--- config.mk ---
export PLATFORM = sky130hd
export DESIGN_NAME = seq_mult_param
export DESIGN_NICKNAME = d
export VERILOG_FILES = /design/src/rtl/seq_mult_param_pkg.sv /design/src/rtl/seq_mult_sign_adj.sv /design/src/rtl/seq_mult_param.sv
export SDC_FILE = /design/constraint.sdc
export NUM_CORES = 1
export LEC_CHECK = 0
export ABC_CLOCK_PERIOD_IN_PS = 3000
export CAP_MARGIN = 20
export CORE_MARGIN = 1.5
export CORE_UTILIZATION = 55
export DETAILED_ROUTE_END_ITERATION = 16
export MAX_ROUTING_LAYER = met4
export PLACE_DENSITY = 0.8
export SYNTH_ARGS = -nofsm -noshare
export SYNTH_HDL_FRONTEND = slang
export SYNTH_SLANG_ARGS = --single-unit
--- constraint.sdc ---
create_clock -name clk -period 3 [get_ports clk]
set_clock_uncertainty 0.05 [all_clocks]
set_input_delay 0.9 -clock clk [delete_from_list [all_inputs] [get_ports clk]]
set_output_delay 0.9 -clock clk [all_outputs]
set_load 0.005 [all_outputs]
--- src/rtl/seq_mult_param_pkg.sv ---
// seq_mult_param_pkg: shared FSM state encoding and width helper for the sequential multiplier
//   state_t : IDLE -> RUN -> FIN
//   clog2   : bits needed to hold values 0..n-1
package seq_mult_param_pkg;
  typedef enum logic [1:0] {
    ST_IDLE = 2'd0,
    ST_RUN  = 2'd1,
    ST_FIN  = 2'd2
  } state_t;
  function automatic int clog2(input int n);
    int r;
    r = 0;
    while ((1 << r) < n) r++;
    return r;
  endfunction
endpackage

--- src/rtl/seq_mult_sign_adj.sv ---
// seq_mult_sign_adj: conditional two's-complement negate, used as abs on operands and sign restore on the product
//   i_val : value to adjust
//   i_neg : 1 negates i_val, 0 passes it through
//   o_val : adjusted value (same width)
module seq_mult_sign_adj #(
  parameter int W = 8
) (
  input  logic [W-1:0] i_val,
  input  logic         i_neg,
  output logic [W-1:0] o_val
);
  assign o_val = i_neg ? -i_val : i_val;
endmodule

--- src/rtl/seq_mult_param.sv ---
// seq_mult_param: WIDTH x WIDTH shift-add multiplier, one step per clock, start/busy/done handshake
//   clk, reset   : rising-edge clock, asynchronous active-high reset
//   start        : request, accepted only while busy is low
//   is_signed    : two's-complement operands (ignored when SIGNED_EN=0), sampled with start
//   a, b         : multiplicand / multiplier, sampled with start
//   product      : 2*WIDTH result, held until the next completion or reset
//   busy         : high from the accept edge until the completion edge
//   done         : one-cycle pulse in the cycle product updates
module seq_mult_param
  import seq_mult_param_pkg::*;
#(
  parameter int WIDTH     = 8,
  parameter bit SIGNED_EN = 1'b1
) (
  input  logic                 clk,
  input  logic                 reset,
  input  logic                 start,
  input  logic                 is_signed,
  input  logic [WIDTH-1:0]     a,
  input  logic [WIDTH-1:0]     b,
  output logic [2*WIDTH-1:0]   product,
  output logic                 busy,
  output logic                 done
);
  localparam int CW = clog2(WIDTH + 1);
  localparam int PW = 2 * WIDTH;
  state_t           r_state, w_state_nxt;
  logic [PW:0]      r_acc, w_acc_nxt;
  logic [WIDTH-1:0] r_a, w_a_nxt, w_a_mag, w_b_mag;
  logic [CW-1:0]    r_cnt, w_cnt_nxt;
  logic             r_neg, w_neg_nxt, w_neg_op;
  logic             r_done, w_done_nxt;
  logic [PW-1:0]    r_prod, w_prod_nxt, w_prod_adj;
  logic [WIDTH:0]   w_hi;
  if (SIGNED_EN) begin : g_sgn
    seq_mult_sign_adj #(.W(WIDTH)) u_abs_a (
      .i_val(a),
      .i_neg(is_signed & a[WIDTH-1]),
      .o_val(w_a_mag)
    );
    seq_mult_sign_adj #(.W(WIDTH)) u_abs_b (
      .i_val(b),
      .i_neg(is_signed & b[WIDTH-1]),
      .o_val(w_b_mag)
    );
    seq_mult_sign_adj #(.W(PW)) u_neg_p (
      .i_val(r_acc[PW-1:0]),
      .i_neg(r_neg),
      .o_val(w_prod_adj)
    );
    assign w_neg_op = is_signed & (a[WIDTH-1] ^ b[WIDTH-1]);
  end else begin : g_uns
    logic w_unused;
    assign w_unused   = is_signed | r_neg;
    assign w_a_mag    = a;
    assign w_b_mag    = b;
    assign w_prod_adj = r_acc[PW-1:0];
    assign w_neg_op   = 1'b0;
  end
  // acc[PW] is always 0 before the add, so the full top slice doubles as the WIDTH+1 bit sum input
  assign w_hi = r_acc[PW:WIDTH] + (r_acc[0] ? {1'b0, r_a} : '0);
  always_comb begin
    w_state_nxt = r_state;
    w_acc_nxt   = r_acc;
    w_a_nxt     = r_a;
    w_cnt_nxt   = r_cnt;
    w_neg_nxt   = r_neg;
    w_prod_nxt  = r_prod;
    w_done_nxt  = 1'b0;
    case (r_state)
      ST_IDLE: if (start) begin
        w_state_nxt = ST_RUN;
        w_acc_nxt   = {{(WIDTH + 1){1'b0}}, w_b_mag};
        w_a_nxt     = w_a_mag;
        w_neg_nxt   = w_neg_op;
        w_cnt_nxt   = '0;
      end
      ST_RUN: begin
        w_acc_nxt   = {w_hi, r_acc[WIDTH-1:0]} >> 1;
        w_cnt_nxt   = r_cnt + 1'b1;
        w_state_nxt = (r_cnt == CW'(WIDTH - 1)) ? ST_FIN : ST_RUN;
      end
      ST_FIN: begin
        w_prod_nxt  = w_prod_adj;
        w_done_nxt  = 1'b1;
        w_state_nxt = ST_IDLE;
      end
      default: w_state_nxt = ST_IDLE;
    endcase
  end
  always_ff @(posedge clk or posedge reset) begin
    if (reset) begin
      r_state <= ST_IDLE;
      r_acc   <= '0;
      r_a     <= '0;
      r_cnt   <= '0;
      r_neg   <= 1'b0;
      r_prod  <= '0;
      r_done  <= 1'b0;
    end else begin
      r_state <= w_state_nxt;
      r_acc   <= w_acc_nxt;
      r_a     <= w_a_nxt;
      r_cnt   <= w_cnt_nxt;
      r_neg   <= w_neg_nxt;
      r_prod  <= w_prod_nxt;
      r_done  <= w_done_nxt;
    end
  end
  assign product = r_prod;
  assign busy    = (r_state != ST_IDLE);
  assign done    = r_done;
endmodule

==> results.py, run 1 <==
metrics = {
    "sta": {
        "final_max_slew_viol_count": 0,
        "relSlewSlack_pct": 36.0,
        "setup_viol": 0,
        "fin_crit_sh_pct": 83.6,
        "finalHoldViolations": 0,
        "totalNegativeSetupSlack_ps": 0,
        "worst_pin_slew_ps": 961,
        "rsz0062_at_grt": "no",
        "fmax_ghz": 0.399,
        "timing.final.crit_period_ps": 2510,
    },
    "clocking": {
        "cts_hold_buf": 0,
        "clk_latency_ps": 300,
        "cts_htree_levels": 2,
        "cts_post_setup_buffers_inserted": 0,
        "post_cts_resized": 0,
        "numClockSinks": 48,
        "cts_made_buffers": 5,
        "clock_tree.root_cell": "clkbuf_8",
        "clk_path_buf_depth": 2,
        "clk_pin_slew_ps": 80,
        "cts_tree": "built",
    },
    "routing": {
        "vias_per_cell": 5.41,
        "drt-pass1-iter-count": 4,
        "wl_um": 5210,
        "wl_per_cell_um": 12.9,
        "postRouteAntennaNets": 0,
        "drt_iter0_markers": 75,
        "vias": 2193,
        "drcViolationCount": 0,
    },
    "critical_path": {
        "crit_family": "flip-flops",
        "worstReg2RegEnd": "r_acc[13]$_DFFE_PP0P_",
        "crit_start": "r_state[0]$_DFFE_PP0P_",
        "rr_worst_depth": 8,
        "rrSetupSlack_ps": 590,
        "cp_slowest_cell": "dfrtp_1",
        "endpoint": "busy",
        "critical_path_depth": 2,
        "required_ps": 2050,
        "crit_fanout": 10,
        "path_buf_inv": 1,
        "start_kind": "flop",
        "end_kind": "primary output",
        "cp.arrival_ps": 1560,
        "r2r_start": "r_acc[0]$_DFFE_PP0P_",
        "max_stage_delay_ps": 480,
        "path_cells": "or2_2, clkdlybuf4s50_1",
        "crit_type": "reg -> out",
    },
    "logic_synthesis": {
        "synth_area_sq_um": 2740,
        "synth_cells": 301,
        "async_flop_share_pct": 100,
        "synth_top_area_share_pct": 43.9,
        "syn-num-nets": 334,
        "synth_seq_area_share_pct": 43.9,
        "synth_area_leader_cell": "dfrtp_1",
        "synth_edf_count": 0,
        "yosys_warnings": 0,
        "synth_seq_cells": 48,
        "synthTopCellsByCount": "o21ai_0 (50), dfrtp_1 (48), nand2_1 (48), xor2_1 (19)",
        "dominantRegCellSynth": "dfrtp_1",
        "yosysMostFrequentCell": "o21ai_0",
        "yosys-top-cells-area": "dfrtp_1 (44%), o21ai_0 (9.1%), nand2_1 (6.6%)",
        "synthDistinctLibCells": 41,
        "syn_avg_cell_area_sq_um": 9.09,
    },
    "place": {
        "dp.cells": 398,
        "dpl.hpwl_um": 4000,
        "gp_congestion": 0.856,
        "io_buffers": 37,
        "placed_cell_area_sq_um": 3180,
    },
    "die": {
        "die_y_um": 73.5,
        "chipWidth_um": 73.5,
        "num_io_pins": 38,
        "rows": 25,
        "die_area_sq_um": 5410,
        "start_util_pct": 57.5,
        "core_area_sq_um": 4750,
    },
    "worst_hold_path": {
        "hold_depth": 2,
        "worstHoldPathType": "reg -> reg",
    },
    "power_and_ir_drop": {
        "intPower_mw": 1.93,
        "leakage_nw": 1.48,
        "power_frac_seq_pct": 40.0,
        "p_total_mw": 3.03,
        "pwr-share-clk_pct": 17.6,
        "p_sw_mw": 1.11,
        "pwr-share-comb_pct": 42.4,
        "ir_drop_mv": 0.483,
        "p_per_area_nw_per_um2": 917,
        "sw_frac_of_total_pct": 36.5,
    },
    "global_routing": {
        "first_global_vias": 2066,
        "grt_pass1_wl_um": 9230,
        "grt.overflow.total": 0,
        "grt.total_usage_pct": 22.7,
        "antenna_found_initial": 0,
        "grt_max_degree": 34,
    },
    "final_layout": {
        "fin_nets": 371,
        "final_util_pct": 69.5,
        "layout-drive-gt1-share_pct": 5.33,
        "fin_area_sq_um": 3310,
        "area_growth_pct": 20.9,
        "diodes": 0,
        "final_cells": 405,
    },
    "outcome": {
        "outcome": "finished, final reports clean",
    },
    "job": {
        "cap_violations": 0,
    },
}
cell type report:
cell class / instances / area, sq um
Clock buffer: 5 / 68.8
Clock inverter: 2 / 60.1
Fill cell: 385 / 1450
Inverter: 12 / 45.0
Multi-Input combinational cell: 229 / 1440
Sequential cell: 48 / 1200
Tap cell: 67 / 83.8
Timing Repair Buffer: 42 / 408
cells by family (layout without fill, tap and decap cells):
group / Yosys count / after routing / synth area share, %
AND/OR/NAND/NOR: 94 / 94 / 16.0
AO/OA/AOI/OAI: 91 / 91 / 20.4
flip-flops: 48 / 48 / 43.9
XOR/XNOR: 29 / 29 / 9.29
buffers and inverters: 24 / 61 / 3.48
adder cells (fa/ha/maj): 13 / 13 / 6.22
multiplexers: 2 / 2 / 0.732
metrics by stage:
step	setup slack, ps	hold slack (ps)
finish	491	425
global placement	443	404
CTS	489	431
global route	409	454
detailed placement	411	413
floorplan	778	388
how the worst min path moves through the flow:
stage	slack [ps]	end	from
6_report	430	r_a[2]$_DFFE_PP0P_	r_a[2]$_DFFE_PP0P_
5_1_grt	450	r_a[1]$_DFFE_PP0P_	r_a[1]$_DFFE_PP0P_
4_1_cts	430	r_a[2]$_DFFE_PP0P_	r_a[2]$_DFFE_PP0P_
3_5_place_dp	410	r_a[2]$_DFFE_PP0P_	r_a[2]$_DFFE_PP0P_
3_3_place_gp	400	r_a[2]$_DFFE_PP0P_	r_a[2]$_DFFE_PP0P_
2_1_floorplan	390	r_a[7]$_DFFE_PP0P_	r_a[7]$_DFFE_PP0P_
state kept, by name, indices dropped and copies added, names as in the netlist:
signal and count:
r_state 2, product 16, r_neg 1, r_cnt 4, r_a 8, done 1, r_acc 16
layout by cell type, fill, tap and decap left out, types with 3 or more instances in the layout:
cell type and n:
clkdlybuf4s50_1 37, and2_1 8, nor3_1 4, o21ai_0 49, o31ai_1 5, nand2b_1 4
nor2_1 12, xnor2_1 10, dfrtp_1 48, a22oi_1 4, clkbuf_8 5, buf_4 5
inv_1 11, ha_1 12, nand2_1 48, a21oi_1 6, nand3_1 6, a211oi_1 6
or3_1 3, xor2_1 19
tightest hold or removal path, stage by stage, from the launching register on:
cell	delay (ps)
dfrtp_1	340
nand2_1	40
o21ai_0	60
per-layer routing:
metal / global-route usage [%] / wire length [um]
met4: 6.17 / 25
met3: 4.53 / 178
met1: 27.8 / 2400
met5: - / 0
met2: 38.2 / 2610
power by group through the flow:
stage | clock, mW | sequential, mW | combinational, mW
2_1_floorplan | 0 | 1.13 | 0.917
3_3_place_gp | 0 | 1.21 | 1.24
3_5_place_dp | 0 | 1.23 | 1.29
4_1_cts | 0.543 | 1.22 | 1.30
5_1_grt | 0.570 | 1.26 | 1.48
6_report | 0.533 | 1.21 | 1.29
Note: power is estimated with default switching activity, not from simulation.
==> inputs of run 2 (changes only) <==
--- a/config.mk
+++ b/config.mk
@@ -5,13 +5,13 @@
 export SDC_FILE = /design/constraint.sdc
 export NUM_CORES = 1
 export LEC_CHECK = 0
-export ABC_CLOCK_PERIOD_IN_PS = 3000
+export ABC_CLOCK_PERIOD_IN_PS = 2100
 export CAP_MARGIN = 20
 export CORE_MARGIN = 1.5
-export CORE_UTILIZATION = 55
+export CORE_UTILIZATION = 49
 export DETAILED_ROUTE_END_ITERATION = 16
 export MAX_ROUTING_LAYER = met4
-export PLACE_DENSITY = 0.8
+export PLACE_DENSITY = 0.76
 export SYNTH_ARGS = -nofsm -noshare
 export SYNTH_HDL_FRONTEND = slang
 export SYNTH_SLANG_ARGS = --single-unit
==> constraint.sdc (replaced) <==
create_clock -name clk -period 2.1 [get_ports clk]
set_clock_uncertainty 0.05 [all_clocks]
set_input_delay 0.63 -clock clk [delete_from_list [all_inputs] [get_ports clk]]
set_output_delay 0.63 -clock clk [all_outputs]
set_load 0.005 [all_outputs]
==> run 2 against run 1 <==
- the run now ends with negative setup slack left
- global-route usage is 2.5 points lower
- critical path depth is 6 higher
- flip-flop and latch count stayed put
- clock-buffer cell count is 1 higher
- sequential power is 39% higher
- sequential share of layout area is 2.4 points lower
- first-iteration DRC count is 8.0% lower
- die area is 12% higher
- total power is 51% higher
- worst setup slack worse by 500 ps
- cell count is 7.2% higher
- via count is 5.7% higher
==> results.py, run 2 (synthesis results as in run 1) <==
metrics = {
    "routing": {
        "wl_um": 5620,
        "postRouteAntennaNets": 0,
        "drt-pass1-iter-count": 4,
        "vias": 2317,
        "vias_per_cell": 5.34,
        "drcViolationCount": 0,
        "wl_per_cell_um": 12.9,
        "drt_iter0_markers": 69,
    },
    "critical_path": {
        "rrSetupSlack_ps": -5,
        "cp.arrival_ps": 2250,
        "crit_type": "reg -> reg",
        "required_ps": 2240,
        "crit_fanout": 4,
        "worstReg2RegEnd": "r_acc[15]$_DFFE_PP0P_",
        "end_kind": "flop",
        "rr_worst_depth": 8,
        "crit_start": "r_acc[0]$_DFFE_PP0P_",
        "start_kind": "flop",
        "r2r_start": "r_acc[0]$_DFFE_PP0P_",
    },
    "sta": {
        "holdWs_ps": 429,
        "relSlewSlack_pct": 61.3,
        "timing.final.crit_period_ps": 2100,
        "totalNegativeSetupSlack_ps": -4.90,
        "fmax_ghz": 0.475,
        "finalHoldViolations": 0,
        "finalWorstSetupSlack_ps": -4.90,
        "worst_pin_slew_ps": 580,
        "fin_crit_sh_pct": 100,
        "final_max_slew_viol_count": 0,
        "setup_viol": 1,
        "rsz0062_at_grt": "yes",
    },
    "final_layout": {
        "most-common-layout-cells": "nand2_1 (48), dfrtp_1 (47), o21ai_0 (46)",
        "diodes": 0,
        "final_common_cell": "nand2_1",
        "num-fill-cells": 453,
        "fin_nets": 394,
        "layout-drive-gt1-share_pct": 14.1,
        "final_util_pct": 65.1,
        "fin_area_sq_um": 3540,
        "area_growth_pct": 29.6,
        "final_cells": 434,
    },
    "clocking": {
        "cts_hold_buf": 0,
        "cts_htree_levels": 2,
        "clk_pin_slew_ps": 90,
        "numClockSinks": 48,
        "cts_tree": "built",
        "clk_latency_ps": 300,
        "clock_tree.root_cell": "clkbuf_8",
        "clk_path_buf_depth": 2,
        "cts_made_buffers": 5,
    },
    "global_routing": {
        "grt_max_degree": 34,
        "antenna_found_initial": 0,
        "grt.overflow.total": 0,
        "first_global_vias": 2278,
        "grt_pass1_wl_um": 9600,
        "grt.total_usage_pct": 20.2,
    },
    "worst_hold_path": {
        "hold_depth": 2,
        "hold_start": "r_a[3]$_DFFE_PP0P_",
        "worstHoldPathType": "reg -> reg",
        "holdPathEnd": "r_a[3]$_DFFE_PP0P_",
    },
    "place": {
        "gp_congestion": 0.875,
        "pre_cts_ws_ps": -196,
        "dp.cells": 424,
        "placed_cell_area_sq_um": 3360,
        "io_buffers": 37,
        "dpl.hpwl_um": 4410,
    },
    "outcome": {
        "outcome": "finished, violations left",
        "violations": "negative setup slack",
    },
    "power_and_ir_drop": {
        "intPower_mw": 2.88,
        "pwr-share-clk_pct": 15.3,
        "sw_frac_of_total_pct": 37.4,
        "p_total_mw": 4.59,
        "p_sw_mw": 1.72,
        "p_per_area_nw_per_um2": 1300,
        "power_frac_seq_pct": 36.7,
        "leakage_nw": 1.59,
        "pwr-share-comb_pct": 48.0,
        "ir_drop_mv": 0.575,
    },
    "die": {
        "chipWidth_um": 77.7,
        "num_io_pins": 38,
        "start_util_pct": 50.3,
        "die_y_um": 77.7,
        "die_area_sq_um": 6040,
        "rows": 27,
        "core_area_sq_um": 5440,
    },
    "job": {
        "cap_violations": 0,
    },
}
==> run 2: worst max-delay path by stage <==
stage                            end  slack (ps)
4_1_cts        r_acc[14]$_DFFE_PP0P_           4
5_1_grt        r_acc[15]$_DFFE_PP0P_        -130
3_3_place_gp      r_a[5]$_DFFE_PP0P_        -140
3_5_place_dp      r_a[5]$_DFFE_PP0P_        -200
2_1_floorplan  r_acc[15]$_DFFE_PP0P_          30
6_report       r_acc[15]$_DFFE_PP0P_          -5
==> run 2: worst max-delay path: stages, from the launching register on <==
cell and delay [ps]:
dfrtp_1 430, and2_4 170, ha_4 170, fa_2 390
a211oi_2 270, o21bai_1 110, a21oi_2 180, o211ai_1 100
a21boi_1 140
==> run 2: layer usage <==
| metal | vias up | global-route usage (%) | part of all wire, % |
|---|---|---|---|
| met5 | - | - | 0 |
| met4 | 0 | 4.73 | 0.85 |
| met3 | 6 | 3.88 | 3.3 |
| met2 | 44 | 35.2 | 52 |
| met1 | 1092 | 24.2 | 44 |
| li1 | 1175 | - | - |
==> run 2: area by class of cell <==
type	instances	area, sq um	share of cell area [%]
multi-input combinational	229	1490	42.1
sequential	48	1200	33.9
timing repair buffer	65	592	16.7
tap	72	90.1	2.54
clock buffer	6	82.6	2.33
inverter	12	45.0	1.27
clock inverter	2	38.8	1.09
==> run 2: timing repair <==
item                       CTS  global route
buffers inserted             0             2
setup endpoints to repair    1             6
resized for setup            1            13
pin swaps                    0             8
==> run 2: power groups by stage <==
stage	Clock, mW	Sequential (mW)	Combinational [mW]
after floorplan	0	1.62	1.33
after global placement	0	1.66	2.03
after detailed placement	0	1.69	2.11
after CTS	0.710	1.67	2.11
after global routing	0.754	1.74	2.49
final	0.704	1.68	2.20
